File: config.mk
export PLATFORM = sky130hd
export DESIGN_NAME = fc_address_sequencer_flat
export DESIGN_NICKNAME = d
export VERILOG_FILES = /design/src/rtl/fc_pkg.sv /design/src/rtl/fc_address_sequencer_if.sv /design/src/rtl/fc_wrap_counter.sv /design/src/rtl/fc_address_sequencer.sv /design/src/flat_wrapper.sv
export SDC_FILE = /design/constraint.sdc
export NUM_CORES = 1
export LEC_CHECK = 0
export ABC_AREA = 1
export BUFFER_PORTS_ARGS = -buffer_cell sky130_fd_sc_hd__buf_2
export CORE_ASPECT_RATIO = 0.75
export CORE_MARGIN = 2
export CORE_UTILIZATION = 58
export CTS_CLUSTER_DIAMETER = 200
export DETAILED_ROUTE_END_ITERATION = 10
export PLACE_DENSITY = 0.84
export SLEW_MARGIN = 20
export SYNTH_ARGS = -nofsm -noshare
export SYNTH_HDL_FRONTEND = slang
export SYNTH_SLANG_ARGS = --single-unit
File: constraint.sdc
create_clock -name clk -period 2.3 [get_ports clk]
set_clock_uncertainty 0.2 [all_clocks]
set_input_delay 0 -clock clk [delete_from_list [all_inputs] [get_ports clk]]
set_output_delay 0 -clock clk [all_outputs]
set_load 0.05 [all_outputs]
File: src/rtl/fc_pkg.sv
// Shared FC layer package: sequencer state encoding and the layer dimensions
// also used by the MAC array and the weight ROM.
package fc_pkg;
    localparam int FC_NUM_INPUTS  = 507;
    localparam int FC_NUM_NEURONS = 10;

    typedef enum logic [1:0] {
        ST_IDLE  = 2'd0,
        ST_SWEEP = 2'd1,
        ST_BIAS  = 2'd2,
        ST_DONE  = 2'd3
    } fc_state_t;
endpackage

File: src/rtl/fc_address_sequencer_if.sv
// Control and address bus of the FC address sequencer.
// FCSEQ_BIAS_BEAT_EN adds the bias_beat flag.
interface fc_address_sequencer_if #(
    parameter int ADDR_W  = 10,
    parameter int WADDR_W = 13,
    parameter int NEUR_W  = 4
);
    logic               start;
    logic               abort;
    logic               out_ready;
    logic               addr_valid;
    logic [ADDR_W-1:0]  act_addr;
    logic [WADDR_W-1:0] wgt_addr;
    logic [NEUR_W-1:0]  neuron_idx;
    logic               first;
    logic               last;
    logic               busy;
    logic               done;
`ifdef FCSEQ_BIAS_BEAT_EN
    logic               bias_beat;

    modport master (input start, abort, out_ready,
                    output addr_valid, act_addr, wgt_addr, neuron_idx,
                    output first, last, busy, done, bias_beat);
    modport slave  (output start, abort, out_ready,
                    input addr_valid, act_addr, wgt_addr, neuron_idx,
                    input first, last, busy, done, bias_beat);
`else
    modport master (input start, abort, out_ready,
                    output addr_valid, act_addr, wgt_addr, neuron_idx,
                    output first, last, busy, done);
    modport slave  (output start, abort, out_ready,
                    input addr_valid, act_addr, wgt_addr, neuron_idx,
                    input first, last, busy, done);
`endif
endinterface

File: src/rtl/fc_wrap_counter.sv
// Modulo-MAX up counter with synchronous clear; wrap flags the terminal count.
module fc_wrap_counter #(
    parameter int MAX   = 4,
    parameter int WIDTH = 2
) (
    input  logic             clk,
    input  logic             rst,
    input  logic             en,
    input  logic             clr,
    output logic [WIDTH-1:0] count,
    output logic             wrap
);
    logic [WIDTH-1:0] count_q, count_d;

    assign wrap  = (count_q == WIDTH'(MAX - 1));
    assign count = count_q;

    always_comb begin
        count_d = count_q;
        if (clr)
            count_d = '0;
        else if (en)
            count_d = wrap ? '0 : count_q + 1'b1;
    end

    always_ff @(posedge clk or posedge rst) begin
        if (rst) count_q <= '0;
        else     count_q <= count_d;
    end
endmodule

File: src/rtl/fc_address_sequencer.sv
// Sequences activation / weight addresses for every FC output neuron.
// FCSEQ_BIAS_BEAT_EN inserts one bias beat after each neuron.
module fc_address_sequencer
    import fc_pkg::*;
#(
    parameter int NUM_INPUTS  = FC_NUM_INPUTS,
    parameter int NUM_NEURONS = FC_NUM_NEURONS,
    parameter int ADDR_W      = 10,
    parameter int WADDR_W     = 13,
    parameter int NEUR_W      = 4
) (
    input logic                    clk,
    input logic                    rst,
    fc_address_sequencer_if.master bus
);
`ifdef FCSEQ_BIAS_BEAT_EN
    localparam int WGT_SPAN = NUM_NEURONS * (NUM_INPUTS + 1);
`else
    localparam int WGT_SPAN = NUM_NEURONS * NUM_INPUTS;
`endif
    localparam logic [WADDR_W-1:0] BIAS_BASE = WADDR_W'(NUM_NEURONS * NUM_INPUTS);

    if (NUM_INPUTS < 1 || NUM_NEURONS < 1) begin : g_bad_dims
        $fatal(1, "fc_address_sequencer: NUM_INPUTS and NUM_NEURONS must be >= 1");
    end
    if ((2 ** ADDR_W) < NUM_INPUTS) begin : g_bad_addr_w
        $fatal(1, "fc_address_sequencer: ADDR_W too small for NUM_INPUTS");
    end
    if ((2 ** NEUR_W) < NUM_NEURONS) begin : g_bad_neur_w
        $fatal(1, "fc_address_sequencer: NEUR_W too small for NUM_NEURONS");
    end
    if ((2 ** WADDR_W) < WGT_SPAN) begin : g_bad_waddr_w
        $fatal(1, "fc_address_sequencer: WADDR_W too small for weight span");
    end

    fc_state_t          state_q, state_d;
    logic [WADDR_W-1:0] wgt_q, wgt_d;
    logic [ADDR_W-1:0]  pos;
    logic [NEUR_W-1:0]  neuron;
    logic               pos_wrap, neur_wrap;
    logic               sweep, bias, beat, pos_en, neur_en, cnt_clr;

    assign sweep = (state_q == ST_SWEEP);
`ifdef FCSEQ_BIAS_BEAT_EN
    assign bias    = (state_q == ST_BIAS);
    assign neur_en = beat & bias;
`else
    assign bias    = 1'b0;
    assign neur_en = pos_en & pos_wrap;
`endif
    assign beat    = (sweep | bias) & bus.out_ready;
    assign pos_en  = beat & sweep;
    // Counters sit at zero outside a pass so a fresh start always begins at 0.
    assign cnt_clr = bus.abort | (state_q == ST_IDLE) | (state_q == ST_DONE);

    fc_wrap_counter #(.MAX(NUM_INPUTS), .WIDTH(ADDR_W)) u_pos_cnt (
        .clk(clk), .rst(rst), .en(pos_en), .clr(cnt_clr),
        .count(pos), .wrap(pos_wrap)
    );

    fc_wrap_counter #(.MAX(NUM_NEURONS), .WIDTH(NEUR_W)) u_neur_cnt (
        .clk(clk), .rst(rst), .en(neur_en), .clr(cnt_clr),
        .count(neuron), .wrap(neur_wrap)
    );

    always_comb begin
        state_d = state_q;
        wgt_d   = wgt_q;
        case (state_q)
            ST_IDLE:  if (bus.start) state_d = ST_SWEEP;
            ST_SWEEP: if (beat) begin
                wgt_d = wgt_q + 1'b1;
                if (pos_wrap) begin
`ifdef FCSEQ_BIAS_BEAT_EN
                    state_d = ST_BIAS;
`else
                    state_d = neur_wrap ? ST_DONE : ST_SWEEP;
`endif
                end
            end
            ST_BIAS:  if (beat) state_d = neur_wrap ? ST_DONE : ST_SWEEP;
            ST_DONE:  state_d = ST_IDLE;
            default:  state_d = ST_IDLE;
        endcase
        if (bus.abort || state_q == ST_DONE) wgt_d = '0;
        if (bus.abort) state_d = ST_IDLE;
    end

    always_ff @(posedge clk or posedge rst) begin
        if (rst) begin
            state_q <= ST_IDLE;
            wgt_q   <= '0;
        end else begin
            state_q <= state_d;
            wgt_q   <= wgt_d;
        end
    end

    // Outputs decode registered state only, so they hold while out_ready is low.
    assign bus.addr_valid = sweep | bias;
    assign bus.act_addr   = pos;
    assign bus.wgt_addr   = bias ? BIAS_BASE + WADDR_W'(neuron) : wgt_q;
    assign bus.neuron_idx = neuron;
    assign bus.first      = sweep & (pos == '0);
    assign bus.last       = sweep & pos_wrap;
    assign bus.busy       = sweep | bias;
    assign bus.done       = (state_q == ST_DONE);
`ifdef FCSEQ_BIAS_BEAT_EN
    assign bus.bias_beat  = bias;
`endif
endmodule

File: src/flat_wrapper.sv
// flat-port wrapper written by rule: the top's interface ports become plain ports
module fc_address_sequencer_flat import fc_pkg::*;
#(
    parameter int NUM_INPUTS  = FC_NUM_INPUTS,
    parameter int NUM_NEURONS = FC_NUM_NEURONS,
    parameter int ADDR_W      = 10,
    parameter int WADDR_W     = 13,
    parameter int NEUR_W      = 4
)
  (clk, rst, bus_start, bus_abort, bus_out_ready, bus_addr_valid, bus_act_addr, bus_wgt_addr, bus_neuron_idx, bus_first, bus_last, bus_busy, bus_done);
  fc_address_sequencer_if #(.ADDR_W(ADDR_W), .WADDR_W(WADDR_W), .NEUR_W(NEUR_W)) bus_i ();
  input logic clk;
  input logic rst;
  input wire logic [$bits(bus_i.start)-1:0] bus_start;
  input wire logic [$bits(bus_i.abort)-1:0] bus_abort;
  input wire logic [$bits(bus_i.out_ready)-1:0] bus_out_ready;
  output wire logic [$bits(bus_i.addr_valid)-1:0] bus_addr_valid;
  output wire logic [$bits(bus_i.act_addr)-1:0] bus_act_addr;
  output wire logic [$bits(bus_i.wgt_addr)-1:0] bus_wgt_addr;
  output wire logic [$bits(bus_i.neuron_idx)-1:0] bus_neuron_idx;
  output wire logic [$bits(bus_i.first)-1:0] bus_first;
  output wire logic [$bits(bus_i.last)-1:0] bus_last;
  output wire logic [$bits(bus_i.busy)-1:0] bus_busy;
  output wire logic [$bits(bus_i.done)-1:0] bus_done;
  assign bus_i.start = bus_start;
  assign bus_i.abort = bus_abort;
  assign bus_i.out_ready = bus_out_ready;
  assign bus_addr_valid = bus_i.addr_valid;
  assign bus_act_addr = bus_i.act_addr;
  assign bus_wgt_addr = bus_i.wgt_addr;
  assign bus_neuron_idx = bus_i.neuron_idx;
  assign bus_first = bus_i.first;
  assign bus_last = bus_i.last;
  assign bus_busy = bus_i.busy;
  assign bus_done = bus_i.done;
  fc_address_sequencer #(.NUM_INPUTS(NUM_INPUTS), .NUM_NEURONS(NUM_NEURONS), .ADDR_W(ADDR_W), .WADDR_W(WADDR_W), .NEUR_W(NEUR_W)) u_core (.clk(clk), .rst(rst), .bus(bus_i));
endmodule
==> out/summary.json <==
{
  "slew_violations": 0,
  "routed_wire_length_per_instance_um": 13.5,
  "maxCapViolations": 0,
  "fmaxAchievable_mhz": 498,
  "worstSetupStartpointType": "register",
  "grt_pass1_vias": 1607,
  "clockRootBuffer": "sky130_fd_sc_hd__clkbuf_8",
  "drt_iter0_drc": 151,
  "drt-pass1-iter-count": 5,
  "finalHoldViolations": 0,
  "cts_hold_buf": 4,
  "postSynthNetCount": 258,
  "cts_made_buffers": 5,
  "synth.avg_cell_area_um2": 7.40,
  "num-nets-final": 303,
  "layout.cells.most_common": "sky130_fd_sc_hd__nand2_1",
  "crit_path_end_kind": "primary output",
  "syn_area_um2": 1800,
  "ctsHtreeMaxLevel": 2,
  "most_frequent_cells_in_the_layout": "59 x sky130_fd_sc_hd__nand2_1, 37 x sky130_fd_sc_hd__nor2_1, 36 x sky130_fd_sc_hd__buf_2",
  "yosysWarningCount": 0,
  "placement_rows": 17,
  "route.detailed.vias_per_inst": 5.35,
  "dominantRegCellSynth": "sky130_fd_sc_hd__dfrtp_1",
  "clk_pin_slew_worst_paths_ns": 0.07,
  "top_level_ports": 37,
  "insertion_delay_ns": 0.29,
  "drt_drc_violations_left": 0,
  "cts_max_path_buffers": 2,
  "timing.critical_path.arrival_ns": 1.81,
  "num_antenna_cells": 0,
  "portBuffers": 36,
  "groute.usage.overall": 0.294,
  "ys_types": 29,
  "irDropWorstVdd_v": 0.000458,
  "grt_first_pass_wirelength_mm": 7.47,
  "antenna_left": 0,
  "worstHoldPathType": "in2async",
  "gp_routability_congestion": 0.895,
  "setup_viol": 0,
  "hold-worst-slack_ns": 0.112,
  "post-route-period-util": 0.873,
  "ys_seq_elements": 29,
  "grt_overflow": 0,
  "synth_edf_count": 0,
  "fin_setup_tns_ns": 0,
  "placeableCoreArea_um2": 2960,
  "floorplan.initialDensity": 0.609,
  "fillCellCount": 232,
  "outcome": "finished, final reports clean",
  "die_h_um": 52.2,
  "cellPowerDensity_nw_per_um2": 615,
  "grt_setup_unrepaired": "false",
  "grt_max_degree": 30,
  "layout-drive-gt1-share": 0.194,
  "routed_wirelength_mm": 4.40,
  "critical_path.max_fanout": 5,
  "max_slew_margin": 0.758,
  "design.die.area_um2": 3570,
  "die_w_um": 68.3,
  "area_growth_syn_to_layout_pct": 21.4,
  "cts-resized-gates": 0,
  "synth-seq-area-share": 0.403,
  "layout_min_cycle_time_ns": 2.01,
  "grt_antenna_before_repair": 0,
  "clock_sinks": 29,
  "synth-async-reset-ratio": 1.00,
  "worst_slew_pin_slew_ns": 0.363,
  "setup.worst_path.class": "reg2out",
  "static-leakage-power_uw": 0.00115,
  "dr_total_vias": 1751,
  "required_ns": 2.10,
  "cts_setup_buffers": 0,
  "detailed_place_hpwl_mm": 2.91,
  "synth_cells": 243,
  "cts_tree": "yes"
}
-- flip-flops by register name, indices dropped and copies added, names as in the netlist --
name / count
u_core.bus.wgt_addr: 13
u_core.u_pos_cnt.count: 10
u_core.u_neur_cnt.count: 4
u_core.state_q: 2
-- worst max-delay path, stage by stage (launching register included) --
cell	delay, ns
sky130_fd_sc_hd__dfrtp_1	0.41
sky130_fd_sc_hd__inv_1	0.09
sky130_fd_sc_hd__ha_1	0.30
sky130_fd_sc_hd__inv_1	0.14
sky130_fd_sc_hd__nor4_4	0.28
sky130_fd_sc_hd__buf_2	0.30
-- cell usage after synthesis (2+ instances only) --
cell                      instances  area, µm²
sky130_fd_sc_hd__dfrtp_1         29        726
sky130_fd_sc_hd__nand2_1         59        221
sky130_fd_sc_hd__xor2_1           6       52.6
sky130_fd_sc_hd__nor2_2           2       12.5
sky130_fd_sc_hd__buf_2            2       10.0
sky130_fd_sc_hd__nand3_1         15       75.1
sky130_fd_sc_hd__ha_1            10        125
sky130_fd_sc_hd__o21ai_0          5       25.0
sky130_fd_sc_hd__o21ai_1          4       20.0
sky130_fd_sc_hd__o21a_1           2       15.0
sky130_fd_sc_hd__nor3_1           2       10.0
sky130_fd_sc_hd__nand4_1         13       81.3
sky130_fd_sc_hd__nor2_1          37        139
sky130_fd_sc_hd__nand2_2          2       12.5
sky130_fd_sc_hd__a21oi_1          8       40.0
sky130_fd_sc_hd__inv_1           34        128
-- metal layers --
metal | share of wire | track usage | routed length (µm)
met4 | 0.022 | 0.140 | 95
met1 | 0.45 | 0.396 | 1980
met3 | 0.063 | 0.0839 | 275
met2 | 0.47 | 0.432 | 2050
met5 | 0 | 0 | 0
-- path summary, 6_finish.rpt --
kind	startpoint	endpoint	slack (ns)	depth (start not counted)
setup / recovery	u_core.state_q[1]$_DFFE_PP0P_	bus_last	0.29	5
setup reg to reg	u_core.state_q[1]$_DFFE_PP0P_	u_core.u_pos_cnt.count[7]$_DFFE_PP0P_	0.33	8
max in group asynchronous	rst	u_core.bus.wgt_addr[11]$_DFFE_PP0P_	1.51	4
hold / removal	rst	u_core.bus.wgt_addr[4]$_DFFE_PP0P_	0.11	4
min in group clk	u_core.state_q[1]$_DFFE_PP0P_	u_core.state_q[1]$_DFFE_PP0P_	0.33	2
hold reg to reg	u_core.state_q[1]$_DFFE_PP0P_	u_core.state_q[1]$_DFFE_PP0P_	0.33	2
-- metrics by stage --
stage | setup WS (ns) | std cells | util | area [µm²] | total power, µW
after global placement | 0.539 | 315 | 0.686 | 2030 | 785
after CTS | 0.329 | 327 | 0.739 | 2180 | 1340
after floorplan | 0.200 | 243 | - | 1810 | 741
after global routing | 0.201 | 327 | 0.739 | 2180 | 1400
final | 0.292 | 327 | 0.739 | 2180 | 1340
after detailed placement | 0.515 | 315 | 0.686 | 2030 | 788
-- cell families (layout without fill, tap and decap cells) --
group / Yosys count / after routing / synth area share
xor gates and xnor gates: 6 / 6 / 0.0292
and+or+nand+nor: 138 / 138 / 0.344
adders and majority gates: 10 / 10 / 0.0695
buffers and inverters: 39 / 85 / 0.0897
AOI/OAI and AO/OA: 21 / 21 / 0.0647
DFF: 29 / 29 / 0.403
-- where the power goes --
group / internal, µW / switching [µW]
sequential: 525 / 20.5
combinational: 60.7 / 185
clock: 353 / 201
-- cell type report --
type | instances | area (µm²) | share of cell area
clock buffers | 7 | 86.3 | 0.0395
clock inverters | 1 | 30.0 | 0.0137
inverters | 35 | 133 | 0.0607
multi-input cells | 175 | 927 | 0.424
flip-flops and latches | 29 | 726 | 0.332
well taps | 38 | 47.5 | 0.0218
repair buffers | 42 | 235 | 0.108
Power figures use the tool's default switching activity.
